===== src/rtl/and8_pattern_gen.sv =====
// Stimulus driver and response checker for the AND reducer. It steps a pattern
// sequence, holds each pattern for DWELL cycles, then samples and checks the reducer output.
module and8_pattern_gen #(
    parameter int WIDTH = 8,
    parameter int DWELL = 100,
    parameter int ERRW  = 8
) (
    input  logic             clk,
    input  logic             rst_n,
    input  logic             start,
    input  logic [1:0]       mode,
    input  logic             and_in,
    output logic [WIDTH-1:0] pat_out,
    output logic             busy,
    output logic             done,
    output logic             pass,
    output logic [ERRW-1:0]  err_count
);

    typedef enum logic [1:0] {IDLE, DRIVE, CHECK, FIN} state_t;

    localparam int CW = $clog2(DWELL);
    localparam int IW = $clog2(WIDTH + 1);
    localparam logic [CW-1:0]    LAST_CNT = CW'(DWELL - 1);
    localparam logic [WIDTH-1:0] ONES     = {WIDTH{1'b1}};
    localparam logic [15:0]      MID16    = 16'h0012;

    state_t           state_q, state_d;
    logic [1:0]       mode_q, mode_d;
    logic [CW-1:0]    cnt_q, cnt_d;
    logic [IW-1:0]    idx_q, idx_d;
    logic [WIDTH-1:0] pat_q, pat_d;
    logic             busy_q, busy_d;
    logic             done_q, done_d;
    logic             pass_q, pass_d;
    logic [ERRW-1:0]  err_q, err_d;
    logic [ERRW-1:0]  err_next;
    logic             is_last;

    // Mode 0 is handled by incrementing the pattern itself; this only supplies its first value.
    function automatic logic [WIDTH-1:0] seq_pattern(input logic [1:0] m, input logic [IW-1:0] idx);
        logic [WIDTH-1:0] p;
        p = '0;
        case (m)
            2'd0: p = '0;
            2'd1: begin
                p = ONES;
                for (int b = 0; b < WIDTH; b++)
                    if (idx != '0 && b == int'(idx) - 1) p[b] = 1'b0;
            end
            default: begin
                case (idx)
                    IW'(0):  p = '0;
                    IW'(1):  p = MID16[WIDTH-1:0];
                    default: p = ONES;
                endcase
            end
        endcase
        return p;
    endfunction

    always_comb begin
        state_d  = state_q;
        mode_d   = mode_q;
        cnt_d    = cnt_q;
        idx_d    = idx_q;
        pat_d    = pat_q;
        busy_d   = busy_q;
        done_d   = 1'b0;
        pass_d   = pass_q;
        err_d    = err_q;
        err_next = err_q;
        is_last  = 1'b0;

        case (mode_q)
            2'd0:    is_last = &pat_q;
            2'd1:    is_last = (idx_q == IW'(WIDTH));
            default: is_last = (idx_q == IW'(2));
        endcase

        if (and_in != &pat_q && err_q != {ERRW{1'b1}})
            err_next = err_q + 1'b1;

        case (state_q)
            IDLE: begin
                if (start) begin
                    mode_d  = mode;
                    err_d   = '0;
                    pass_d  = 1'b0;
                    pat_d   = seq_pattern(mode, '0);
                    idx_d   = '0;
                    cnt_d   = '0;
                    busy_d  = 1'b1;
                    state_d = DRIVE;
                end
            end
            DRIVE: begin
                if (cnt_q == LAST_CNT)
                    state_d = CHECK;
                else
                    cnt_d = cnt_q + 1'b1;
            end
            CHECK: begin
                err_d = err_next;
                if (is_last) begin
                    done_d  = 1'b1;
                    busy_d  = 1'b0;
                    pass_d  = (err_next == '0);
                    pat_d   = '0;
                    state_d = FIN;
                end else begin
                    // Mode 0 leaves the index alone so it cannot wrap on long counts.
                    if (mode_q == 2'd0) begin
                        pat_d = pat_q + 1'b1;
                    end else begin
                        idx_d = idx_q + 1'b1;
                        pat_d = seq_pattern(mode_q, idx_q + 1'b1);
                    end
                    cnt_d   = '0;
                    state_d = DRIVE;
                end
            end
            FIN: begin
                state_d = IDLE;
            end
            default: state_d = IDLE;
        endcase
    end

    always_ff @(posedge clk) begin
        if (!rst_n) begin
            state_q <= IDLE;
            mode_q  <= '0;
            cnt_q   <= '0;
            idx_q   <= '0;
            pat_q   <= '0;
            busy_q  <= 1'b0;
            done_q  <= 1'b0;
            pass_q  <= 1'b0;
            err_q   <= '0;
        end else begin
            state_q <= state_d;
            mode_q  <= mode_d;
            cnt_q   <= cnt_d;
            idx_q   <= idx_d;
            pat_q   <= pat_d;
            busy_q  <= busy_d;
            done_q  <= done_d;
            pass_q  <= pass_d;
            err_q   <= err_d;
        end
    end

    assign pat_out   = pat_q;
    assign busy      = busy_q;
    assign done      = done_q;
    assign pass      = pass_q;
    assign err_count = err_q;

endmodule


===== config.mk =====
export PLATFORM = sky130hd
export DESIGN_NAME = and8_pattern_gen
export DESIGN_NICKNAME = d
export VERILOG_FILES = /design/src/rtl/and8_pattern_gen.sv
export SDC_FILE = /design/constraint.sdc
export NUM_CORES = 1
export LEC_CHECK = 0
export ABC_AREA = 1
export BUFFER_PORTS_ARGS = -buffer_cell sky130_fd_sc_hd__buf_4
export CAP_MARGIN = 0
export CELL_PAD_IN_SITES_DETAIL_PLACEMENT = 0
export CELL_PAD_IN_SITES_GLOBAL_PLACEMENT = 1
export CORE_ASPECT_RATIO = 1.75
export CORE_UTILIZATION = 46
export CTS_BUF_LIST = sky130_fd_sc_hd__clkbuf_4 sky130_fd_sc_hd__clkbuf_8
export DETAILED_ROUTE_END_ITERATION = 7
export PLACE_DENSITY_LB_ADDON = 0.12
export SYNTH_ARGS = -nofsm -noshare
export SYNTH_HDL_FRONTEND = slang
export SYNTH_SLANG_ARGS = --single-unit

===== constraint.sdc =====
create_clock -name clk -period 3.2 [get_ports clk]
set_input_delay 0.16 -clock clk [delete_from_list [all_inputs] [get_ports clk]]
set_output_delay 0.16 -clock clk [all_outputs]
set_load 0.02 [all_outputs]

### Word-level counts from Yosys, hierarchy flattened

Cells that the tools add are included.
W data, S select, Z words.

| word-level totals | value |
|---|---|
| register bits | 34 |
| latch bits | 0 |
| bits in writable memories | 0 |
| memory bits (read-only) | 0 |
| input bits | 6 |
| output and inout port bits | 19 |
| memories | 0 |

| operators by class | value |
|---|---|
| add/subtract/negate cells | 5 |
| $mul | 0 |
| div/mod/pow operators | 0 |
| magnitude comparators | 0 |
| equality and inequality tests | 24 |
| shifts and indexed selects | 0 |
| mux-type cells | 38 |
| bitwise operators | 0 |
| reductions and logical operators | 25 |

Operator list:

| kind | number |
|---|---|
| $mux W8 | 7 |
| $pmux W8 S2 | 3 |
| $logic_not A32 Y1 | 1 |
| $mux W7 | 3 |
| $pmux W7 S3 | 1 |
| $eq A4 B5 Y1 const A | 4 |
| $add A8 B1 Y8 const B | 2 |
| $mux W1 | 13 |
| $mux W4 | 3 |
| $ne A2 B2 Y1 const B | 6 |
| $eq A3 B5 Y1 const A | 2 |
| $logic_and A1 B1 Y1 | 9 |
| $logic_not A8 Y1 | 1 |
| $ne A8 B8 Y1 const B | 1 |
| $pmux W2 S4 | 1 |
| $pmux W4 S2 | 1 |
| $reduce_and A2 Y1 | 4 |
| $reduce_and A4 Y1 | 2 |
| $reduce_and A8 Y1 | 1 |
| $add A7 B1 Y7 const B | 1 |
| $eq A7 B7 Y1 const B | 1 |
| $eq A2 B1 Y1 const B | 3 |
| $mux W2 | 3 |
| $pmux W1 S2 | 3 |
| other kinds (14) | 16 |

### Longest topological paths before layout

Gate-level depths: netlist of run 1.

| depth | value |
|---|---|
| depth in word-level cells | 9 |
| depth in mapped cells | 14 |
| gate-level depth less buffers | 13 |

### Least setup slack after synthesis of run 1

Ideal clock, no wire load.

| path | value |
|---|---|
| kind | register to register |
| from | reg pat_q[0], in the netlist pat_out[0] |
| to | reg pass_q, in the netlist pass |
| library setup time | 0.066 ns |
| arrival | 1.742 ns |
| required time | 3.134 ns |
| path slack | 1.392 ns |
| cell stages (with the launch flop) | 13 |
| buffers on the path | 1 |
| clock period less this slack | 1.808 ns |
| path through | dfxtp_1 ha_1 nand2_2 nor2_2 nand3_1 nand3_2 buf_6 nor2_2 nor2_1 nand2_1 nor2_1 nand2_1 a21oi_2 |

| between the ends | value |
|---|---|
| cells in the longest elaborated chain, start to end | 7 |
| elaborated cells on any way between the ends | 10 |

RTL lines:

| element | RTL line | source |
|---|---|---|
| start, declared | 32 | `logic [WIDTH-1:0] pat_q, pat_d;` |
| start signal, assigned | 146 | `pat_q <= pat_d;` |
| $reduce_and A8 Y1 (*) | 76, 81 |  |
| $ne A1 B1 Y1 | 81 | `if (and_in != &pat_q && err_q != {ERRW{1'b1}})` |
| $logic_and A1 B1 Y1 | 81 |  |
| $mux W8 | 81 |  |
| $logic_not A8 Y1 | 108 | `pass_d = (err_next == '0);` |
| $mux W1 | 105 | `if (is_last) begin` |
| $pmux W1 S2 | 84 | `case (state_q)` |
| end signal, assigned | 149 | `pass_q <= pass_d;` |
| end, declared | 35 | `logic pass_q, pass_d;` |

Mark *: on every way between the ends. The rest lies on a longest branch, timed or not. The select of a mux whose other input is x is not followed.
A chain may end at the register's enable or synchronous reset.

### Worst setup path in the final report of run 1

| path | value |
|---|---|
| from | reg state_q[1] |
| to | reg cnt_q[3] |

| between the ends | value |
|---|---|
| cells in the longest elaborated chain, start to end | 3 |
| elaborated cells on any way between the ends | 9 |

RTL lines:

| element | RTL line | source |
|---|---|---|
| start, declared | 28 | `state_t state_q, state_d;` |
| start signal, assigned | 142 | `state_q <= state_d;` |
| $eq A2 B1 Y1, or another cell as far along | 84 |  |
| $ne A2 B2 Y1 (no line) or $reduce_bool A3 Y1 (tied branches) | - |  |
| $reduce_and A4 Y1 (no line) | - |  |
| end signal, assigned | 144 | `cnt_q <= cnt_d;` |
| end, declared | 30 | `logic [CW-1:0] cnt_q, cnt_d;` |

Several ways; a longest one is shown, not always the timed one.

==> metrics.txt, run 1 <==
vertical die dimension approximately 94 microns; final hold vios 0; Detailed Route Iter0 Violations between 50 and 60; asr flop ratio synth 0; global-route wire length before repair slightly below 9 mm; WL final about 5.6 mm; placer congestion estimate a little under 0.8; Post-synth EDFFs 0; power density over the cells ~400 nW/um^2; kind of capture point of the worst setup path register; Congestion Overflow GR 0; Port-buffer cells 24; Required @ worst endpoint between 3000 and 4000 ps; wire length per cell after detailed routing 12.9 microns; post-route total power just over 1 mW; initial antenna violation count 0; count of endpoints failing setup in the final report 0; half-perimeter wire length of the detailed placement result 4.35 mm; maximum clock frequency ~470 MHz; Post-CTS Setup Repair Bufs 0; CTS H-tree lvls 2; Yosys warnings 0; mapped cell area around 2200 sq um; antenna diode count 0; highest fanout seen on the critical path 12; commonest cells in the synthesized netlist sky130_fd_sc_hd__nand2_1 (89), sky130_fd_sc_hd__inv_1 (50), sky130_fd_sc_hd__dfxtp_1 (34); maximum number of pins on one net before global-route repair 23; Synth Net Count roughly 370; fraction of final layout cells with drive strength greater than 1 0.130; total number of vias 2233; worst hold-check path type input port to register; GRT Util Overall 0.240; Antenna Nets Post-Route 0; via/cell ratio between 5 and 6; TritonCTS Buffers 5; post-synth top area share 0.307; leading area contributor after synthesis sky130_fd_sc_hd__dfxtp_1; utilization after layout 0.541; Filler Cell Count around 520; RSZ-0062 raised after global routing false; type of element launching the critical path register; Synth-to-Final Area Change 13.7%; DIE AREA approximately 5000 sq um; sequential element share of the synthesized area 0.307; count of different cell masters after synthesis 29; cells along the critical path nor2_1, nand2_1, inv_1, nor2_1, nand2_1, nand2_4, o21ai_0, nand2_1, nor2_1; Core Region about 4700 sq um; Clock Latency Late Sink 280 ps; Critical Path Max Stage Delay between 500 and 600 ps; critical path data arrival time about 2300 ps; detailed-routing iteration count for the pre-antenna-repair pass 4; leading cell types by total area after synthesis sky130_fd_sc_hd__dfxtp_1 (31%), sky130_fd_sc_hd__nand2_1 (15%), sky130_fd_sc_hd__inv_1 (8.5%); final sum of negative setup slack 0 ps; number of buffers added to fix hold violations after cts 0; final-report max-slew violation count 0; critical setup path kind register to register; final critical path time including I/O delays and setup 2110 ps; initial core utilization 0.475; CTS sink cnt 34; io pins 25; Crit-path slowest cell sky130_fd_sc_hd__nor2_1; Worst Max-Slew Pin Slew approximately 840 ps; DR DRC count 0; CTS max path bufs 2; CTS tree yes; synthesized flop and latch total 34; Leakage 1.16 nW; worst slew margin relative to its limit 0.435; nets@finish 393; largest vdd supply drop about 330 uV; via count of the first global-routing pass a little over 2000; Synth Instances around 350; DIE WIDTH roughly 54 microns; mean cell area of the mapped netlist about 6.3 sq um; maximum capacitance violations 0; filler-free cell count of the finished design 430; ratio of final minimum period to clock period 0.659; cell chosen for the clock root sky130_fd_sc_hd__clkbuf_8; run status finished, final reports clean; Placed Cells incl. Taps ~420; Primary FF master, synth sky130_fd_sc_hd__dfxtp_1; Worst-path clk slew approximately 70 ps; most common cell in the netlist sky130_fd_sc_hd__nand2_1; count of instances resized after the clock tree is built 0; row count 33; Worst Clk Skew 4.00 ps
registers in the layout, summed over array words and instances, names as in the netlist:
| signal | cells |
|---|---|
| busy | 1 |
| done | 1 |
| idx_q | 4 |
| pass | 1 |
| mode_q | 2 |
| pat_out | 8 |
| cnt_q | 7 |
| state_q | 2 |
| err_count | 8 |
placed cells by master (no fill, tap or decap), types with 8 or more instances in the layout:
cell type / instances
sky130_fd_sc_hd__nand4_1: 12
sky130_fd_sc_hd__buf_4: 25
sky130_fd_sc_hd__inv_1: 50
sky130_fd_sc_hd__dfxtp_1: 34
sky130_fd_sc_hd__ha_1: 8
sky130_fd_sc_hd__nand2_1: 89
sky130_fd_sc_hd__o21ai_0: 27
sky130_fd_sc_hd__a21oi_1: 33
sky130_fd_sc_hd__nor2_1: 29
sky130_fd_sc_hd__nand3_1: 28
cell families after synthesis:
logic type | synth area share
compound gates | 0.163
xor+xnor | 0.0197
fa+ha+maj | 0.0451
buf+inv | 0.0987
flops | 0.307
simple gates | 0.367
final cells by class:
type / count / area, sq um / share of cell area
multi-input combinational: 263 / 1320 / 0.523
sequential: 34 / 681 / 0.270
timing repair buffer: 25 / 188 / 0.0744
inverter: 50 / 188 / 0.0744
clock buffer: 6 / 82.6 / 0.0327
tap: 52 / 65.1 / 0.0258
worst max-delay path, delay by kind of cell (launching register included):
kind	cells	cell delay, ps
buffers and inverters	1	70
and+or+nand+nor	7	1510
DFF	1	350
AOI/OAI and AO/OA	1	90
power breakdown:
group	switching [mW]	internal, mW	total [mW]
Sequential	0.0287	0.450	0.479
Combinational	0.150	0.0759	0.226
Clock	0.144	0.166	0.310
Total	0.323	0.692	1.01
routing by layer:
layer	part of all wire	vias to the layer above	track usage
li1	-	1198	-
met5	0	-	0
met4	0.014	0	0.0705
met3	0.025	7	0.0405
met2	0.56	31	0.460
met1	0.40	997	0.245
per-stage QoR:
step                setup WS, ps  area, sq um  hold slack, ps
finish                      1090         2520             162
global route                 831         2520             198
CTS                         1060         2520             166
detailed placement          1090         2440             460
global placement            1140         2440             447
floorplan                   1390         2220             298
worst paths after layout:
| kind | cells past startpoint | startpoint | slack (ps) | to |
|---|---|---|---|---|
| worst max register to register | 9 | state_q[1] | 1090 | cnt_q[3] |
| worst max-delay path | 9 | state_q[1] | 1090 | cnt_q[3] |
| worst min-delay path | 3 | mode[0] | 160 | mode_q[0] |
| worst min register to register | 2 | busy | 470 | busy |
Note: power is estimated with default switching activity, not from simulation.
==> run 2, diff against run 1 <==
--- a/config.mk
+++ b/config.mk
@@ -11,7 +11,7 @@
 export CELL_PAD_IN_SITES_DETAIL_PLACEMENT = 0
 export CELL_PAD_IN_SITES_GLOBAL_PLACEMENT = 1
 export CORE_ASPECT_RATIO = 1.75
-export CORE_UTILIZATION = 46
+export CORE_UTILIZATION = 38
 export CTS_BUF_LIST = sky130_fd_sc_hd__clkbuf_4 sky130_fd_sc_hd__clkbuf_8
 export DETAILED_ROUTE_END_ITERATION = 7
 export PLACE_DENSITY_LB_ADDON = 0.12
==> constraint.sdc (replaced) <==
create_clock -name clk -period 1.75 [get_ports clk]
set_input_delay 0.0875 -clock clk [delete_from_list [all_inputs] [get_ports clk]]
set_output_delay 0.0875 -clock clk [all_outputs]
set_load 0.02 [all_outputs]
==> run 2 against run 1 <==
- final cell count increased by 16%
- cell area increased by 19%
- register-to-register slack got worse by 1100 ps
- sequential power increased by 81%
- clock power increased by 100%
- combinational power increased by 140%
- die area increased by 20%
- non-clock buffer count increased by 40
- routed wire length increased by 12%
- critical path type unchanged
- largest power group unchanged
- highest routed layer unchanged
==> metrics.txt, run 2 (synthesis results as in run 1) <==
kind of capture point of the worst setup path register; most used cells in the layout excluding fill and tap cells sky130_fd_sc_hd__nand2_1 (80), sky130_fd_sc_hd__buf_4 (65), sky130_fd_sc_hd__inv_1 (49); total number of vias between 2000 and 2500; Required @ worst endpoint 1980 ps; Worst Max-Slew Pin Slew 453 ps; placer congestion estimate between 0.8 and 0.9; buffers plus inverters on the worst setup path 1; nets@finish 434; largest vdd supply drop approximately 410 uV; global-route wire length before repair 10.1 mm; Clock Latency Late Sink slightly below 300 ps; met2 wirelength from detailed routing about 3.4 mm; most frequent standard cell in the layout excluding fill and tap cells sky130_fd_sc_hd__nand2_1; maximum number of pins on one net before global-route repair 14; area of the multi-input gates around 1500 sq um; type of element launching the critical path register; RSZ-0062 raised after global routing true; ratio of final minimum period to clock period 0.979; critical path data arrival time a little under 2000 ps; final hold vios 0; count of endpoints failing setup in the final report 0; Worst-path clk slew about 70 ps; CTS tree yes; initial core utilization 0.397; Synth-to-Final Area Change 35.9%; Worst Clk Skew between 8 and 9 ps; CTS sink cnt 34; DR DRC count 0; maximum capacitance violations 0; via count of the first global-routing pass approximately 2300; routed length on met1 2.51 mm; WL final around 6.3 mm; vertical die dimension between 100 and 150 microns; power density over the cells roughly 680 nW/um^2; critical path's most frequent cell sky130_fd_sc_hd__nand2_1; Antenna Nets Post-Route 0; cell chosen for the clock root sky130_fd_sc_hd__clkbuf_8; detailed-routing iteration count for the pre-antenna-repair pass 4; run status finished, final reports clean; met3 wirelength from detailed routing ~150 microns; highest routed metal layer met4; GRT Util Overall 0.216; final critical path time including I/O delays and setup 1710 ps; DIE AREA ~6000 sq um; Crit path max-delay family simple AND/OR/NAND/NOR gates; final-report max-slew violation count 0; initial antenna violation count 0; critical setup path kind register to register; Port-buffer cells 24; wire length per cell after detailed routing about 13 microns; Congestion Overflow GR 0; Filler Cell Count 623; via/cell ratio about 4.9; Leakage around 1.4 nW; row count 36; Crit-path slowest cell sky130_fd_sc_hd__dfxtp_2; final sum of negative setup slack 0 ps; highest fanout seen on the critical path 6; io pins 25; fraction of final layout cells with drive strength greater than 1 0.285; worst hold-check path type input port to register; Critical Path Max Stage Delay 360 ps; Design Area, Final approximately 3000 sq um; CTS H-tree lvls 2; worst slew margin relative to its limit 0.697; Placed Area roughly 2800 sq um; cells along the critical path ha_4, nand2_4, nor2_4, nand2_2, nand2_4, nand3_4, nand2_1, inv_1, nor2_1, nand2_1, nor2_1, nand2_1, a21oi_2; maximum clock frequency 584 MHz; sequential cell area slightly below 700 sq um; TritonCTS Buffers 5; Detailed Route Iter0 Violations 120; antenna diode count 0; Core Region about 5600 sq um; DIE WIDTH around 60 microns; half-perimeter wire length of the detailed placement result approximately 4.8 mm; CTS max path bufs 2
run 2: final timing paths:
check / start / to / slack (ps) / cells after the start
worst max-delay path: pat_out[0] / pass / 40 / 13
worst min-delay path: mode[0] / mode_q[0] / 90 / 3
worst max register to register: pat_out[0] / pass / 40 / 13
worst min register to register: busy / busy / 480 / 2
run 2: cell type report:
cell class | count | share of cell area
Clock buffer | 7 | 0.0299
Clock inverter | 1 | 0.00166
Inverter | 50 | 0.0623
Multi-Input combinational cell | 264 | 0.484
Sequential cell | 34 | 0.229
Tap cell | 76 | 0.0315
Timing Repair Buffer | 65 | 0.162
run 2: power by group:
part / internal, mW / switching (mW)
sequential: 0.824 / 0.0413
combinational: 0.214 / 0.325
clock: 0.333 / 0.300
total: 1.37 / 0.667
run 2: worst reg2reg max path, delay by kind of cell, from the launching register on:
kind	cells	cell delay (ps)
AO/OA/AOI/OAI	1	120
adder cells (fa/ha/maj)	1	150
buffers and inverters	1	40
flip-flops	1	360
AND/OR/NAND/NOR	10	980
run 2: what timing repair did:
action / in CTS / in global routing
buffers inserted: 0 / 3
endpoints found under the setup margin: 5 / 20
hold buffers: 0 / 0
cloned: 0 / 1
gates resized for setup: 5 / 31
pin swaps: 0 / 13
run 2: stage by stage:
| step | setup WS (ps) | std cells | power [mW] | hold WS [ps] | utilization |
|---|---|---|---|---|---|
| final | 37.0 | 497 | 2.04 | 87.9 | 0.540 |
| after CTS | 10.0 | 493 | 2.04 | 86.4 | 0.513 |
| after global placement | -100 | 485 | 1.39 | 384 | 0.493 |
| after global routing | -113 | 497 | 2.15 | 105 | 0.540 |
| after floorplan | 46.1 | 353 | 1.17 | 226 | - |
| after detailed placement | -81.8 | 485 | 1.40 | 391 | 0.493 |
run 2: metal layers:
| layer | up-vias | track usage |
|---|---|---|
| li1 | 1285 | - |
| met4 | 0 | 0.0859 |
| met5 | - | 0 |
| met2 | 41 | 0.403 |
| met1 | 1096 | 0.235 |
| met3 | 13 | 0.0301 |
